<file path="config.mk">
export PLATFORM = sky130hd
export DESIGN_NAME = vram_arbiter
export DESIGN_NICKNAME = d
export VERILOG_FILES = /design/src/rtl/vram_pkg.sv /design/src/rtl/vram_return_pipe.sv /design/src/rtl/vram_arbiter.sv
export SDC_FILE = /design/constraint.sdc
export NUM_CORES = 1
export LEC_CHECK = 0
export ABC_AREA = 1
export CORE_ASPECT_RATIO = 1.75
export CORE_MARGIN = 4
export CORE_UTILIZATION = 36
export CTS_CLUSTER_DIAMETER = 40
export CTS_CLUSTER_SIZE = 10
export DETAILED_ROUTE_END_ITERATION = 16
export PLACE_DENSITY_LB_ADDON = 0.3
export SYNTH_ARGS = -nofsm -noshare
export SYNTH_HDL_FRONTEND = slang
export SYNTH_HIERARCHICAL = 1
export SYNTH_SLANG_ARGS = --single-unit
export TNS_END_PERCENT = 5
</file>
<file path="constraint.sdc">
create_clock -name clk -period 2 [get_ports clk]
set_input_delay 0.6 -clock clk [delete_from_list [all_inputs] [get_ports clk]]
set_output_delay 0.6 -clock clk [all_outputs]
set_load 0.005 [all_outputs]
</file>
<file path="src/rtl/vram_pkg.sv">
// Shared definitions for the video SRAM arbiter.
// Provides:
//   - VRAM_ADDR_W and VRAM_DATA_W: geometry of the 64Kx8 video SRAM port.
//   - SRAM_READ_LATENCY: edges from address sample to valid read data.
//   - tag_t: the owner of an in-flight read (none, CPU or video).
package vram_pkg;

   localparam int VRAM_ADDR_W       = 16;
   localparam int VRAM_DATA_W       = 8;
   localparam int SRAM_READ_LATENCY = 2;

   typedef enum logic [1:0] {
      TAG_NONE = 2'd0,
      TAG_CPU  = 2'd1,
      TAG_VID  = 2'd2
   } tag_t;

endpackage

</file>
<file path="src/rtl/vram_return_pipe.sv">
// Read return path of the video SRAM arbiter.
// Carries the owner tag of each issued access alongside the SRAM's two-edge read
// latency. It then steers the byte coming out of the SRAM to the requester that
// issued the read.
// Ports:
//   clk, reset     clock and asynchronous active-high reset
//   issue_tag      owner of the access issued this cycle (tag_t encoding)
//   sram_data_out  SRAM read data for the address sampled two edges earlier
//   cpu_rdata      registered CPU read data, held between pulses
//   cpu_rvalid     one-cycle pulse qualifying cpu_rdata
//   vid_rdata      registered video read data, held between pulses
//   vid_rvalid     one-cycle pulse qualifying vid_rdata
module vram_return_pipe
   import vram_pkg::*;
(
   input  logic                   clk,
   input  logic                   reset,
   input  logic [1:0]             issue_tag,
   input  logic [VRAM_DATA_W-1:0] sram_data_out,
   output logic [VRAM_DATA_W-1:0] cpu_rdata,
   output logic                   cpu_rvalid,
   output logic [VRAM_DATA_W-1:0] vid_rdata,
   output logic                   vid_rvalid
);

   tag_t tag_p0;
   tag_t tag_p1;

   always_ff @(posedge clk or posedge reset) begin
      if (reset) begin
         tag_p0     <= TAG_NONE;
         tag_p1     <= TAG_NONE;
         cpu_rdata  <= '0;
         cpu_rvalid <= 1'b0;
         vid_rdata  <= '0;
         vid_rvalid <= 1'b0;
      end else begin
         // p0: edge on which the SRAM samples the address
         tag_p0 <= tag_t'(issue_tag);
         // p1: edge on which the SRAM presents the data
         tag_p1 <= tag_p0;
         // capture: data is on sram_data_out while tag_p1 names its owner
         cpu_rvalid <= (tag_p1 == TAG_CPU);
         vid_rvalid <= (tag_p1 == TAG_VID);
         if (tag_p1 == TAG_CPU) begin
            cpu_rdata <= sram_data_out;
         end
         if (tag_p1 == TAG_VID) begin
            vid_rdata <= sram_data_out;
         end
      end
   end

endmodule

</file>
<file path="src/rtl/vram_arbiter.sv">
// Two-port arbiter in front of the 64Kx8 video SRAM.
// A CPU port (read/write) and a video scan-out port (read-only) compete for the
// SRAM each cycle. Video wins ties unless the CPU has already lost CPU_MAX_WAIT
// times in a row, in which case the CPU is forced through. Reads are fully
// pipelined; each returned byte is routed back to the requester that issued it.
// Ports:
//   clk, reset                         clock and asynchronous active-high reset
//   cpu_req/we/addr/wdata              CPU request, held until cpu_ack
//   cpu_ack                            combinational; CPU access issued this cycle
//   cpu_rdata, cpu_rvalid              CPU read return, 3 cycles after the ack
//   vid_req/addr                       video read request, held until vid_ack
//   vid_ack                            combinational; video read issued this cycle
//   vid_rdata, vid_rvalid              video read return, 3 cycles after the ack
//   sram_addr/data_in/write_enable     drive to the SRAM
//   sram_data_out                      SRAM read data
module vram_arbiter
   import vram_pkg::*;
#(
   parameter int CPU_MAX_WAIT = 4,
   parameter int WAIT_W       = 4
) (
   input  logic        clk,
   input  logic        reset,
   input  logic        cpu_req,
   input  logic        cpu_we,
   input  logic [15:0] cpu_addr,
   input  logic [7:0]  cpu_wdata,
   output logic        cpu_ack,
   output logic [7:0]  cpu_rdata,
   output logic        cpu_rvalid,
   input  logic        vid_req,
   input  logic [15:0] vid_addr,
   output logic        vid_ack,
   output logic [7:0]  vid_rdata,
   output logic        vid_rvalid,
   output logic [15:0] sram_addr,
   output logic [7:0]  sram_data_in,
   output logic        sram_write_enable,
   input  logic [7:0]  sram_data_out
);

   localparam logic [WAIT_W-1:0] WAIT_LIMIT = WAIT_W'(CPU_MAX_WAIT);

   logic [WAIT_W-1:0]      wait_cnt;
   logic [VRAM_ADDR_W-1:0] addr_q;
   logic                   force_cpu;
   logic                   grant_cpu;
   logic                   grant_vid;
   tag_t                   issue_tag;

   // Counts CPU losses, sticking at the limit so force_cpu stays asserted.
   function automatic logic [WAIT_W-1:0] sat_inc(input logic [WAIT_W-1:0] v);
      if (v >= WAIT_LIMIT) begin
         return WAIT_LIMIT;
      end
      return v + WAIT_W'(1);
   endfunction

   // Grant is decided and driven to the SRAM within the request cycle. Reset
   // blocks both grants so nothing reaches the SRAM while it is held.
   always_comb begin
      force_cpu         = (wait_cnt >= WAIT_LIMIT);
      grant_cpu         = !reset && cpu_req && (!vid_req || force_cpu);
      grant_vid         = !reset && vid_req && !grant_cpu;
      sram_addr         = addr_q;
      sram_data_in      = '0;
      sram_write_enable = 1'b0;
      issue_tag         = TAG_NONE;
      if (grant_cpu) begin
         sram_addr         = cpu_addr;
         sram_data_in      = cpu_wdata;
         sram_write_enable = cpu_we;
         issue_tag         = cpu_we ? TAG_NONE : TAG_CPU;
      end else if (grant_vid) begin
         sram_addr = vid_addr;
         issue_tag = TAG_VID;
      end
   end

   assign cpu_ack = grant_cpu;
   assign vid_ack = grant_vid;

   always_ff @(posedge clk or posedge reset) begin
      if (reset) begin
         wait_cnt <= '0;
         addr_q   <= '0;
      end else begin
         // p0: request consumed; remember the address for idle cycles
         if (grant_cpu) begin
            wait_cnt <= '0;
            addr_q   <= cpu_addr;
         end else begin
            if (cpu_req) begin
               wait_cnt <= sat_inc(wait_cnt);
            end
            if (grant_vid) begin
               addr_q <= vid_addr;
            end
         end
      end
   end

   vram_return_pipe u_return_pipe (
      .clk           (clk),
      .reset         (reset),
      .issue_tag     (issue_tag),
      .sram_data_out (sram_data_out),
      .cpu_rdata     (cpu_rdata),
      .cpu_rvalid    (cpu_rvalid),
      .vid_rdata     (vid_rdata),
      .vid_rvalid    (vid_rvalid)
   );

endmodule

</file>
==> out/metrics.cfg, run 1 <==
[place]
portBuffers=97
dp_hpwl_um=4280
gpl_wtd_cong=0.781
placement.setup.worst_slack_ps=-907

[worst_setup_path]
critical_path.max_fanout=6
crit_path_cell_trace=buf_4 -> buf_4 -> a21oi_4 -> buf_12 -> buf_12 -> nor2_2 -> nor2_2 -> buf_2
startpoint_type=input port
crit_family=buffers and inverters
cp-end-kind=output pin
critPathKind=in2out
cp_slowest_cell=a21oi_4
worstPathArrival_ps=1630
worst-path-buf-inv=5
timing.critical_path.required_ps=1400
slowest_delay_ps=190

[timing]
fin_ws_ps=-227
slew_headroom_pct=75.8
finalWorstPathRequiredPeriod_ps=2230
finalCritPeriodShare_pct=111
max_freq_mhz=449
final_setup_vio_count=28
fin_setup_tns_ps=-4350
grt_setup_unrepaired=true
hold_viol=0
clock_skew_ps=5.27
finalHoldWorstSlack_ps=351
worst_slew_pin_slew_ps=363
final-max-slew-violation-count=0

[finish]
fillCellCount=353
nNetsFinal=473
share_of_cells_above_drive_strength_1_pct=34.9
diodes=0
layout-area-overhead-vs-synth_pct=92.3

[detailed_routing]
detailroute.via_count=2287
detailedRoute.firstPassIterationCount=4
drcViolationCount=0
count_of_routing_violations_after_the_opening_detailed_route_iteration=83
antenna_left=0
postRouteWirelength_um=7000
avgViaCountPerCell=4.65
routed_wire_length_per_instance_um=14.2

[synthesis]
ys_top_cells_by_count=nand2_1, dfrtp_1, nand3_1, nor2_1, inv_1
synthMostInstantiatedCell=nand2_1
ys.flop_type=dfrtp_1
synthCells=248
synthesis.area_per_instance_um2=8.02
synth.largest_area_cell=dfrtp_1
flip_flop_and_latch_count_after_synthesis=42
mappedNetlistArea_um2=1990
net_count_of_the_mapped_netlist=302
cell_types_with_the_largest_area_share_after_synthesis=dfrtp_1, nand2_1, nand3_1
synth-seq-area-share_pct=52.9
async_reset_ff_share_pct=100
yosysTopAreaCellShare_pct=52.9
ys_types=19
synth.yosys.warnings=6
synth_enable_flop_cells=0

[power]
cellLeakagePower_nw=2.03
p_total_mw=3.12
p_clk_share_pct=17.1
power.switching_mw=0.934
cellInternalPower_mw=2.18
p_seq_share_pct=37.0
pwr_density_cell_nw_per_um2=815
switching_share_pct=30.0
vdd.ir_drop.worst_uv=575
combPwrFrac_pct=45.8

[clock_network]
cts_tree=done
cts.htree.levels=2
cts_max_path_buffers=2
cts-root-buf=clkbuf_8
cts-buffers-inserted=5
clk_pin_slew_worst_paths_ps=70
clock_insertion_delay_worst_skew_ps=280
clock_sink_count=42

[job]
cap_violations=0

[outcome]
violated_checks=setup timing
run_status=finished with violations

[floorplanning]
die_area_um2=6820
placement_rows=35
io_pins=98
core_footprint_um2=5300
starting_density_of_the_core_pct=37.5
die_y_um=106
die_w_um=64.2

[global_route]
grt_overflow=0
global_route_wire_length_before_repair_um=10400
grt_pass1_vias=2367
grt_max_degree=23
grt.total_usage_pct=19.3
initial_antenna_violation_count=0

[hold_path]
min-delay-path-class=reg2reg

-- what timing repair did --
action / in CTS / in global routing
setup buffers: 46 / 3
pin swaps: 13 / 12
setup endpoints to repair: 27 / 31
endpoints found under the hold margin: 0 / 0
hold buffers: 0 / 0
cloned: 1 / 0
gates resized for setup: 120 / 52
-- power by group through the flow --
stage          clock network (mW)  registers, mW  logic, mW
2_1_floorplan                   0           1.16      0.391
3_3_place_gp                    0           1.15       1.03
3_5_place_dp                    0           1.16       1.04
4_1_cts                     0.554           1.15       1.25
5_1_grt                     0.592           1.18       1.55
6_report                    0.534           1.15       1.43
-- worst paths after layout --
check | startpoint | end | slack, ps | cells after the start
max reg2reg | wait_cnt[3] | addr_q[13] | -180 | 15
min | u_return_pipe/tag_p0[1] | u_return_pipe/tag_p1[1] | 350 | 0
min in group asynchronous | reset | u_return_pipe/tag_p0[0] | 400 | 3
max | vid_req | sram_addr[4] | -230 | 8
min reg2reg | u_return_pipe/tag_p0[1] | u_return_pipe/tag_p1[1] | 350 | 0
max in group asynchronous | reset | addr_q[14] | 1280 | 5
-- layer usage --
layer / routed length, um / global-route usage (%) / vias to the layer above
met3: 528 / 5.71 / 23
met4: 271 / 8.47 / 0
met5: 0 / 0 / -
met2: 3810 / 37.3 / 110
li1: - / - / 1101
met1: 2390 / 18.1 / 1053
-- sequential cells by signal, summed over array words and instances, names as in the netlist --
signal                    cells
u_return_pipe/cpu_rvalid      1
addr_q                       16
u_return_pipe/vid_rdata       8
u_return_pipe/tag_p0          2
u_return_pipe/vid_rvalid      1
u_return_pipe/cpu_rdata       8
wait_cnt                      4
u_return_pipe/tag_p1          2
-- kinds of logic (layout without fill, tap and decap cells) --
kind of cell / count (synthesis) / in the layout / synth area share [%]
adder cells (fa/ha/maj): 1 / 1 / 0.629
AO/OA/AOI/OAI: 2 / 2 / 1.07
buffers and inverters: 29 / 199 / 8.50
AND/OR/NAND/NOR: 174 / 174 / 36.9
flip-flops: 42 / 42 / 52.9
-- worst register-to-register path: cells and delay by family, from the launching register on --
| kind | cells | cell delay (ps) |
|---|---|---|
| compound gates | 1 | 60 |
| buf+inv | 11 | 1360 |
| flops | 1 | 420 |
| simple gates | 3 | 270 |
-- cells in the final DEF, fill, tap and decap left out --
cell / Yosys / routed
clkdlybuf4s15_2: 0 / 2
inv_4: 1 / 1
nand2_1: 100 / 84
nand2_2: 1 / 13
buf_12: 0 / 5
nand2_4: 3 / 7
clkdlybuf4s50_1: 0 / 67
nor2_4: 1 / 5
nand3_1: 33 / 33
buf_4: 3 / 49
buf_6: 6 / 29
buf_8: 0 / 1
buf_2: 1 / 13
dfrtp_1: 42 / 42
nor3_1: 1 / 1
a21oi_1: 1 / 1
nand3b_1: 1 / 1
ha_1: 1 / 1
a21oi_4: 1 / 1
inv_1: 16 / 16
dlygate4sd2_1: 0 / 8
inv_2: 2 / 2
nor2_2: 1 / 12
clkbuf_8: 0 / 6
nor2_1: 33 / 18
-- stage by stage --
step / util, % / instance area, um^2 / cells
after floorplan: - / 1990 / 248
after global placement: 60.5 / 3200 / 437
after detailed placement: 60.5 / 3200 / 437
after CTS: 68.7 / 3640 / 490
after global routing: 72.2 / 3820 / 492
final: 72.2 / 3820 / 492
-- final cells by class --
class                           count  area [um^2]  share of cell area [%]
Multi-Input combinational cell    177          886                    23.2
Tap cell                           74         92.6                    2.42
Timing Repair Buffer              174         1640                    42.8
Sequential cell                    42         1050                    27.5
Inverter                           19         73.8                    1.93
Clock buffer                        6         82.6                    2.16
No activity file was read; power rests on OpenSTA's default activity.
==> run 2: changes to the inputs <==
Settings changed: SLEW_MARGIN set to 15.
==> results of run 2 <==
Same layout as run 1: the final DEF is identical, and so are final timing and power.
